File: src/rtl/rotseq_pkg.sv
// Shared types and widths for the rotate_seq16 rotation sequencer.
package rotseq_pkg;

  localparam int DATA_W = 16;
  localparam int AMT_W  = 4;

  typedef enum logic [1:0] {
    IDLE  = 2'd0,
    RUN   = 2'd1,
    DRAIN = 2'd2
  } state_t;

endpackage

File: src/rtl/rotate_seq16_if.sv
// Command and result handshake bundle for rotate_seq16; slave is the sequencer side.
interface rotate_seq16_if #(
  parameter int CNT_W = 8
);

  logic                          cmd_valid;
  logic                          cmd_ready;
  logic [rotseq_pkg::DATA_W-1:0] cmd_data;
  logic [rotseq_pkg::AMT_W-1:0]  cmd_amt;
  logic                          cmd_lr;
  logic [CNT_W-1:0]              cmd_count;

  logic                          out_valid;
  logic                          out_ready;
  logic [rotseq_pkg::DATA_W-1:0] out_data;

  modport master (
    output cmd_valid, cmd_data, cmd_amt, cmd_lr, cmd_count, out_ready,
    input  cmd_ready, out_valid, out_data
  );

  modport slave (
    input  cmd_valid, cmd_data, cmd_amt, cmd_lr, cmd_count, out_ready,
    output cmd_ready, out_valid, out_data
  );

endinterface

File: src/rtl/bshifter16_r.sv
// Combinational 16-bit rotator; lr=1 rotates left, lr=0 rotates right.
module bshifter16_r (
  input  logic [15:0] a,
  input  logic [3:0]  amt,
  input  logic        lr,
  output logic [15:0] y
);

  logic [31:0] dbl;
  logic [31:0] shl;
  logic [31:0] shr;

  // Shifting a doubled copy turns each rotation into a plain shift plus a slice.
  always_comb begin
    dbl = {a, a};
    shl = dbl << amt;
    shr = dbl >> amt;
    y   = lr ? shl[31:16] : shr[15:0];
  end

endmodule

File: src/rtl/rotate_seq16.sv
// Command-driven rotation sequencer: latches one pattern and emits a burst of rotated results.
// Optional step spacing timer is enabled by defining ROTSEQ_STEP_TIMER_EN.
//
// state | meaning
// IDLE  | waiting for a command, cmd_ready high unless abort
// RUN   | issuing results into the output register
// DRAIN | last result (if any) waiting to be taken; done pulses on exit
module rotate_seq16
  import rotseq_pkg::*;
#(
  parameter int CNT_W      = 8,
  parameter int PRESCALE_W = 24
) (
  input  logic                  clk,
  input  logic                  rst_n,
  rotate_seq16_if.slave         bus,
  input  logic [PRESCALE_W-1:0] step_div,
  input  logic                  abort,
  output logic                  busy,
  output logic                  done
);

  state_t              state_q, state_d;
  logic [DATA_W-1:0]   cur_q;
  logic [AMT_W-1:0]    amt_q;
  logic                lr_q;
  logic [CNT_W-1:0]    rem_q;
  logic                out_valid_q;
  logic [DATA_W-1:0]   out_data_q;
  logic                abort_q;
  logic [DATA_W-1:0]   rot;

  logic                accept;
  logic                abort_hit;
  logic                step_ok;
  logic                slot_free;
  logic                issue;
  logic                drain_exit;

  bshifter16_r u_rot (
    .a   (cur_q),
    .amt (amt_q),
    .lr  (lr_q),
    .y   (rot)
  );

  assign bus.cmd_ready = (state_q == IDLE) && !abort;
  assign accept        = bus.cmd_valid && bus.cmd_ready;
  assign abort_hit     = abort && (state_q != IDLE);
  assign slot_free     = (!out_valid_q || bus.out_ready) && step_ok && (rem_q != '0);

`ifdef ROTSEQ_STEP_TIMER_EN
  logic [PRESCALE_W-1:0] step_q;
  logic [PRESCALE_W-1:0] timer_q;

  assign step_ok = (timer_q == '0);

  // Timer keeps running under backpressure and parks at zero until the next issue.
  always_ff @(posedge clk or negedge rst_n) begin
    if (!rst_n) begin
      step_q  <= '0;
      timer_q <= '0;
    end else if (accept) begin
      step_q  <= step_div;
      timer_q <= step_div;
    end else if (issue) begin
      timer_q <= step_q;
    end else if (timer_q != '0) begin
      timer_q <= timer_q - PRESCALE_W'(1);
    end
  end
`else
  logic unused_step_div;

  assign step_ok         = 1'b1;
  assign unused_step_div = ^step_div;
`endif

  always_ff @(posedge clk or negedge rst_n) begin
    if (!rst_n) state_q <= IDLE;
    else        state_q <= state_d;
  end

  always_comb begin
    state_d    = state_q;
    issue      = 1'b0;
    drain_exit = 1'b0;
    if (abort_hit) begin
      state_d = IDLE;
    end else begin
      case (state_q)
        IDLE: begin
          if (accept) state_d = (bus.cmd_count == '0) ? DRAIN : RUN;
        end
        RUN: begin
          if (slot_free) begin
            issue = 1'b1;
            if (rem_q == CNT_W'(1)) state_d = DRAIN;
          end
        end
        DRAIN: begin
          if (!out_valid_q || bus.out_ready) begin
            drain_exit = 1'b1;
            state_d    = IDLE;
          end
        end
        default: state_d = IDLE;
      endcase
    end
  end

  always_ff @(posedge clk or negedge rst_n) begin
    if (!rst_n) begin
      cur_q <= '0;
      amt_q <= '0;
      lr_q  <= 1'b0;
      rem_q <= '0;
    end else if (accept) begin
      cur_q <= bus.cmd_data;
      amt_q <= bus.cmd_amt;
      lr_q  <= bus.cmd_lr;
      rem_q <= bus.cmd_count;
    end else if (abort_hit) begin
      rem_q <= '0;
    end else if (issue) begin
      cur_q <= rot;
      rem_q <= rem_q - CNT_W'(1);
    end
  end

  always_ff @(posedge clk or negedge rst_n) begin
    if (!rst_n) begin
      out_valid_q <= 1'b0;
      out_data_q  <= '0;
      abort_q     <= 1'b0;
    end else begin
      abort_q <= abort_hit;
      if (abort_hit) begin
        out_valid_q <= 1'b0;
      end else if (issue) begin
        out_valid_q <= 1'b1;
        out_data_q  <= rot;
      end else if (bus.out_ready) begin
        out_valid_q <= 1'b0;
      end
    end
  end

  assign bus.out_valid = out_valid_q;
  assign bus.out_data  = out_data_q;
  assign busy          = (state_q != IDLE);
  assign done          = drain_exit || abort_q;

endmodule

File: src/flat_wrapper.sv
// flat-port wrapper written by rule: the top's interface ports become plain ports
module rotate_seq16_flat import rotseq_pkg::*;
#(
  parameter int CNT_W      = 8,
  parameter int PRESCALE_W = 24
)
  (clk, rst_n, step_div, abort, busy, done, bus_cmd_valid, bus_cmd_data, bus_cmd_amt, bus_cmd_lr, bus_cmd_count, bus_out_ready, bus_cmd_ready, bus_out_valid, bus_out_data);
  rotate_seq16_if #(.CNT_W(CNT_W)) bus_i ();
  input  logic clk;
  input  logic rst_n;
  input  logic [PRESCALE_W-1:0] step_div;
  input  logic abort;
  output logic busy;
  output logic done;
  input wire logic [$bits(bus_i.cmd_valid)-1:0] bus_cmd_valid;
  input wire logic [$bits(bus_i.cmd_data)-1:0] bus_cmd_data;
  input wire logic [$bits(bus_i.cmd_amt)-1:0] bus_cmd_amt;
  input wire logic [$bits(bus_i.cmd_lr)-1:0] bus_cmd_lr;
  input wire logic [$bits(bus_i.cmd_count)-1:0] bus_cmd_count;
  input wire logic [$bits(bus_i.out_ready)-1:0] bus_out_ready;
  output wire logic [$bits(bus_i.cmd_ready)-1:0] bus_cmd_ready;
  output wire logic [$bits(bus_i.out_valid)-1:0] bus_out_valid;
  output wire logic [$bits(bus_i.out_data)-1:0] bus_out_data;
  assign bus_i.cmd_valid = bus_cmd_valid;
  assign bus_i.cmd_data = bus_cmd_data;
  assign bus_i.cmd_amt = bus_cmd_amt;
  assign bus_i.cmd_lr = bus_cmd_lr;
  assign bus_i.cmd_count = bus_cmd_count;
  assign bus_i.out_ready = bus_out_ready;
  assign bus_cmd_ready = bus_i.cmd_ready;
  assign bus_out_valid = bus_i.out_valid;
  assign bus_out_data = bus_i.out_data;
  rotate_seq16 #(.CNT_W(CNT_W), .PRESCALE_W(PRESCALE_W)) u_core (.clk(clk), .rst_n(rst_n), .bus(bus_i), .step_div(step_div), .abort(abort), .busy(busy), .done(done));
endmodule
File: config.mk
export PLATFORM = sky130hd
export DESIGN_NAME = rotate_seq16_flat
export DESIGN_NICKNAME = d
export VERILOG_FILES = /design/src/rtl/rotseq_pkg.sv /design/src/rtl/rotate_seq16_if.sv /design/src/rtl/bshifter16_r.sv /design/src/rtl/rotate_seq16.sv /design/src/flat_wrapper.sv
export SDC_FILE = /design/constraint.sdc
export NUM_CORES = 1
export LEC_CHECK = 0
export ABC_CLOCK_PERIOD_IN_PS = 3200
export CORE_MARGIN = 3
export CORE_UTILIZATION = 50
export DETAILED_ROUTE_END_ITERATION = 12
export GPL_ROUTABILITY_DRIVEN = 0
export PLACE_DENSITY = 0.77
export SLEW_MARGIN = 20
export SYNTH_ARGS = -nofsm -noshare
export SYNTH_HDL_FRONTEND = slang
export SYNTH_SLANG_ARGS = --single-unit
File: constraint.sdc
create_clock -name clk -period 3.2 [get_ports clk]
set_input_delay 0.8 -clock clk [delete_from_list [all_inputs] [get_ports clk]]
set_output_delay 0.8 -clock clk [all_outputs]
set_load 0.01 [all_outputs]
# After elaboration in Yosys (flattened, before gate mapping)
# Index checks and enable logic that the tools add are counted.
# word_totals
input_bits	58
word_cells	61
reg_bits	49
# classes
n_shift	2
n_mux	23
eq_ne	8
reduce_logical	18
bitwise	1
n_addsub	1
# op_table
operator	n
$mux 16	4
$shl 32x4->32	1
$shr 32x4->16	1
$mux 8	3
$mux 2	6
$ne 3x1->1 const B	4
$mux 1	9
$eq 8x1->1 const B	1
$logic_not 8->1	1
$reduce_bool 8->1	1
$sub 8x1->8 const B	1
$pmux 2 s3	1
$reduce_bool 3->1	2
$logic_and 1x1->1	4
$reduce_and 2->1	2
$reduce_and 4->1	1
$reduce_bool 2->1	2
$eq 2x1->1 const B	1
$eq 2x2->1 const B	1
$logic_not 1->1	2
$logic_not 2->1	1
$logic_or 1x1->1	2
$ne 2x1->1 const B	1
$not 1->1	1

# Logic depth before layout (Yosys ltp)
# depth
ltp_word	9
ltp_mapped	8
ltp_nobuf	7

# Modules after synthesis
# A second synthesis with hierarchy kept.
# hier_totals
hier_cells	423
area_unflattened_um2	4174.0
# modules_own_cells
module	cells_per_inst	n_inst	area_per_inst_um2
rotate_seq16	237	1	2377.3
bshifter16_r	186	1	1796.7

# Worst setup path before layout
# No wires, ideal clock.
# synth_timing
path_type	input to register
start	in abort
end	reg u_core.cur_q[13]
slack_ns	0.969
t_arrival_ns	2.105
path_buffers	2
required_time_ns	3.074
path_stages	6
setup_time_ns	0.126
path_cell_list	nor3_1 > and2_1 > clkbuf_1 > a21oi_1 > clkbuf_1 > a221o_1
# synth_between
elab_chain_cells	5
# synth_rtl
item	line	rtl
from (decl)	flat_wrapper.sv:12	input logic abort;
$logic_not 1->1	rotate_seq16.sv:47	assign bus.cmd_ready = (state_q == IDLE) && !abort;
$logic_and 1x1->1	rotate_seq16.sv:47	
$logic_and 1x1->1	rotate_seq16.sv:48	assign accept = bus.cmd_valid && bus.cmd_ready;
$ne 2x1->1 (no source line) / $reduce_bool 2->1 (equally long branches)	--	
$reduce_and 2->1 (no source line)	--	
to (signal assigned)	rotate_seq16.sv:119	cur_q <= bus.cmd_data;
to (signal assigned)	rotate_seq16.sv:126	cur_q <= rot;
to (decl)	rotate_seq16.sv:24	logic [DATA_W-1:0] cur_q;
# Parallel ways exist; a longest one is shown, timed or not.
# A chain may end at the register's enable or synchronous reset.

# Worst setup path after layout
# layout_timing
start	in abort
end	out done
# layout_between
elab_chain_cells	3
# layout_rtl
item	line	rtl
$logic_and 1x1->1	rotate_seq16.sv:49	assign abort_hit = abort && (state_q != IDLE);
$mux 1	rotate_seq16.sv:88	if (abort_hit) begin
$logic_or 1x1->1	rotate_seq16.sv:152	assign done = drain_exit || abort_q;
to (decl)	flat_wrapper.sv:14	output logic done;
# Every way passes these cells.

==> results.md <==
- Outcome: complete, no violations
- Final wirelength: 11400 um
- Tot GR Track Use: 0.239
- Post_cts resized: 0
- Full die area: 0.00958 sq mm
- Drt initial violations: 412
- Die Wd: 97.9 um
- FF-to-FF Start: u_core.lr_q
- Slew headroom: 0.497
- Async S/R FF share, synth: 1.00
- Setup repair bufs after CTS: 0
- Count leader, synth: dfrtp_1
- Cell Rows: 32
- R2R Setup Slk: 0.55 ns
- Final HPWL DP: 8200 um
- Tot Pwr: 0.00401 W
- Global route hottest layer: met2
- Cell variety after synth: 51
- Synth Net Count: 466
- Syn avg cell area: 10.4 sq um
- Vias: 3659
- Initial antenna violation count: 0
- Die Ht: 97.9 um
- Mapped Area: 0.00422 sq mm
- Cell repeated most along the worst path: clkdlybuf4s50_1
- Final Max Slew Viols: 0
- Leak: 2.00 nW
- Antenna cells: 0
- Post-synth top area cell: dfrtp_1
- Max Clock Skew: 0.00488 ns
- RSZ-0062 raised after global routing: no
- CP max FO: 6
- Grt ovf: 0
- Hold Buf Count CTS: 0
- M2 GR Usage: 0.374
- GR Util met3: 0.0264
- Switching Share: 0.425
- Comb pwr share: 0.585
- Critical Path Stages: 4
- CP max stage cell: clkdlybuf4s50_1
- Drt wl/cell: 21.0 um
- Crit path buf inv count: 3
- Crit path from: abort
- Crit path capture type: output pin
- Least-Margin Pin Slew: 0.746 ns
- Crit path kind: in -> out
- First-pass DRT Iterations: 7
- Crit path DAT: 2.23 ns
- CTS root buf: clkbuf_8
- Peak supply drop: 0.544 mV
- Internal cell power: 0.00230 W
- Main synth FF type: dfrtp_1
- Ratio of cells with drive above 1 in the final layout: 0.210
- Sink Count: 49
- Top post-synthesis cells by count: 49 x dfrtp_1, 41 x nand2_1, 34 x mux2i_1, 32 x mux2_2, 29 x mux4_2
- Final Hold Viols: 0
- Crit path to: done
- Met1 Use GR: 0.354
- Global-route wire length before repair: 18800 um
- Power per cell area: 823 mW/mm^2
- Final setup vio count: 0
- Core area: 0.00797 sq mm
- Antenna viol nets, final: 0
- Largest stage delay, worst path: 0.55 ns
- Worst Path Required: 2.40 ns
- Residual DRC count: 0
- I/O Pins: 78
- Max-cap check violation count: 0
- Worst path cell trace: clkdlybuf4s50_1 -> inv_1 -> a41o_1 -> clkdlybuf4s50_1
- Number of synthesized flops with an enable pin: 0
- Sequential Power Share: 0.316
- Tcrit/Tclk final: 0.948
- Tmin final: 3.03 ns
- Pin count of the biggest net entering global routing: 62
- Initial Util: 0.530
- Clock Power Share: 0.099
- Clock transition at path regs: 0.10 ns
- Sw power: 0.00171 W
- Input/output buffers: 53
- Post-synthesis register bit count: 49
- Top cell type's share of synthesized area: 0.291
- Worst Setup Start Kind: primary input
- Area grow syn2layout: 15.5%
- FF-to-FF End: u_core.cur_q[5]
- H-tree depth: 2
- TNS Setup: 0 ns
- TritonCTS clock tree: yes
- Vias in the first global route: 3629
- Via-to-Cell Ratio: 6.73
- Post-synthesis cell count: 405
- Worst R2R Path Depth: 6
- F_max: 330 MHz
- Maximum buffer depth of the clock tree: 2
- Cell family with most CP delay: buffers and inverters
- Worst-Skew Late Latency: 0.31 ns
- CTS Buf Count: 5
- NumNets Final: 502
- Worst hold-check path type: in -> async
- Register area share after synthesis: 0.291
- Largest cells by area after synthesis: dfrtp_1 29%, mux4_2 15%, mux2_2 8.5%
- Synth Warn #: 0
[power by group through the flow]
stage	Combinational [W]	Sequential, W	Clock (W)
floorplan	0.00179	0.00108	0
global placement	0.00222	0.00125	0
detailed placement	0.00229	0.00127	0
CTS	0.00232	0.00126	0.000399
global route	0.00252	0.00131	0.000429
finish	0.00234	0.00127	0.000396
[worst min path at each step]
stage,cells past startpoint,to,slack (ns),from
detailed placement,2,u_core.bus.out_data[15],0.47,u_core.bus.out_data[15]
floorplan,0,u_core.abort_q,0.50,rst_n
CTS,1,u_core.bus.out_data[4],0.44,rst_n
finish,1,u_core.bus.out_data[4],0.43,rst_n
global route,1,u_core.bus.out_data[0],0.45,rst_n
global placement,1,u_core.bus.out_data[8],0.46,u_core.bus.out_data[8]
[metrics by stage]
step                      worst slack [ns]  utilization  hold slack [ns]  std cells  instance area [sq um]
after floorplan                      0.969            -            0.497        405                   4220
after global placement              0.0842        0.599            0.461        536                   4770
after detailed placement            0.0315        0.599            0.465        536                   4770
after CTS                            0.187        0.611            0.438        544                   4870
after global routing                0.0948        0.612            0.447        544                   4870
final                                0.166        0.612            0.432        544                   4870
[placed cells by master, fill, tap and decap left out, types with 3 or more instances in the layout]
cell             instances
o21ai_0                 11
a21o_1                  10
nor4_1                   3
a221o_1                 10
xor2_1                   5
ha_1                     3
o32ai_1                  6
nand2_1                 41
mux4_1                   3
nand3_1                 10
a2bb2oi_1                4
mux4_2                  29
buf_4                   13
a21oi_1                 13
a22oi_1                 12
mux2_2                  32
clkbuf_8                 5
inv_1                    6
dfrtp_1                 47
nand2b_1                 8
nor3_1                   5
o22ai_1                 13
nor2_1                  18
clkdlybuf4s50_1         52
and2_1                   3
nor2b_1                  5
o31ai_1                  4
mux2i_1                 34
nand4_1                  3
or2_2                    3
[sequential cells by signal, indices dropped and copies added (netlist names)]
signal,flops
u_core.lr_q,1
u_core.state_q,2
u_core.abort_q,1
u_core.cur_q,16
u_core.rem_q,8
u_core.bus.out_data,16
u_core.amt_q,4
u_core.bus.out_valid,1
[worst reg2reg max path, delay by kind of cell (launching register included)]
family	cells	cell delay [ns]
AO/OA/AOI/OAI	3	0.98
flip-flops	1	0.84
AND/OR/NAND/NOR	2	0.55
buffers and inverters	1	0.23
[layer usage]
metal,vias to the layer above,share of wire
met5,-,0
met4,0,0.023
met3,23,0.089
met2,202,0.46
met1,1786,0.42
li1,1648,-
[kinds of logic (layout without fill, tap and decap cells)]
family                     Yosys count  in the layout  share of synthesized area
AOI/OAI and AO/OA                   96             96                      0.165
buffers and inverters               46             83                     0.0590
muxes                              101            101                      0.348
adders and majority gates            3              3                    0.00890
and+or+nand+nor                    104            104                      0.116
xor gates and xnor gates             6              6                     0.0125
DFF                                 49             49                      0.291
[cell type report]
class	instances	area, sq um
repair buffers	67	643
well taps	102	128
clock inverters	3	26.3
flip-flops and latches	49	1230
fillers	640	3090
multi-input cells	310	2750
inverters	8	30.0
clock buffers	5	68.8
(Power assumes the default switching activity.)
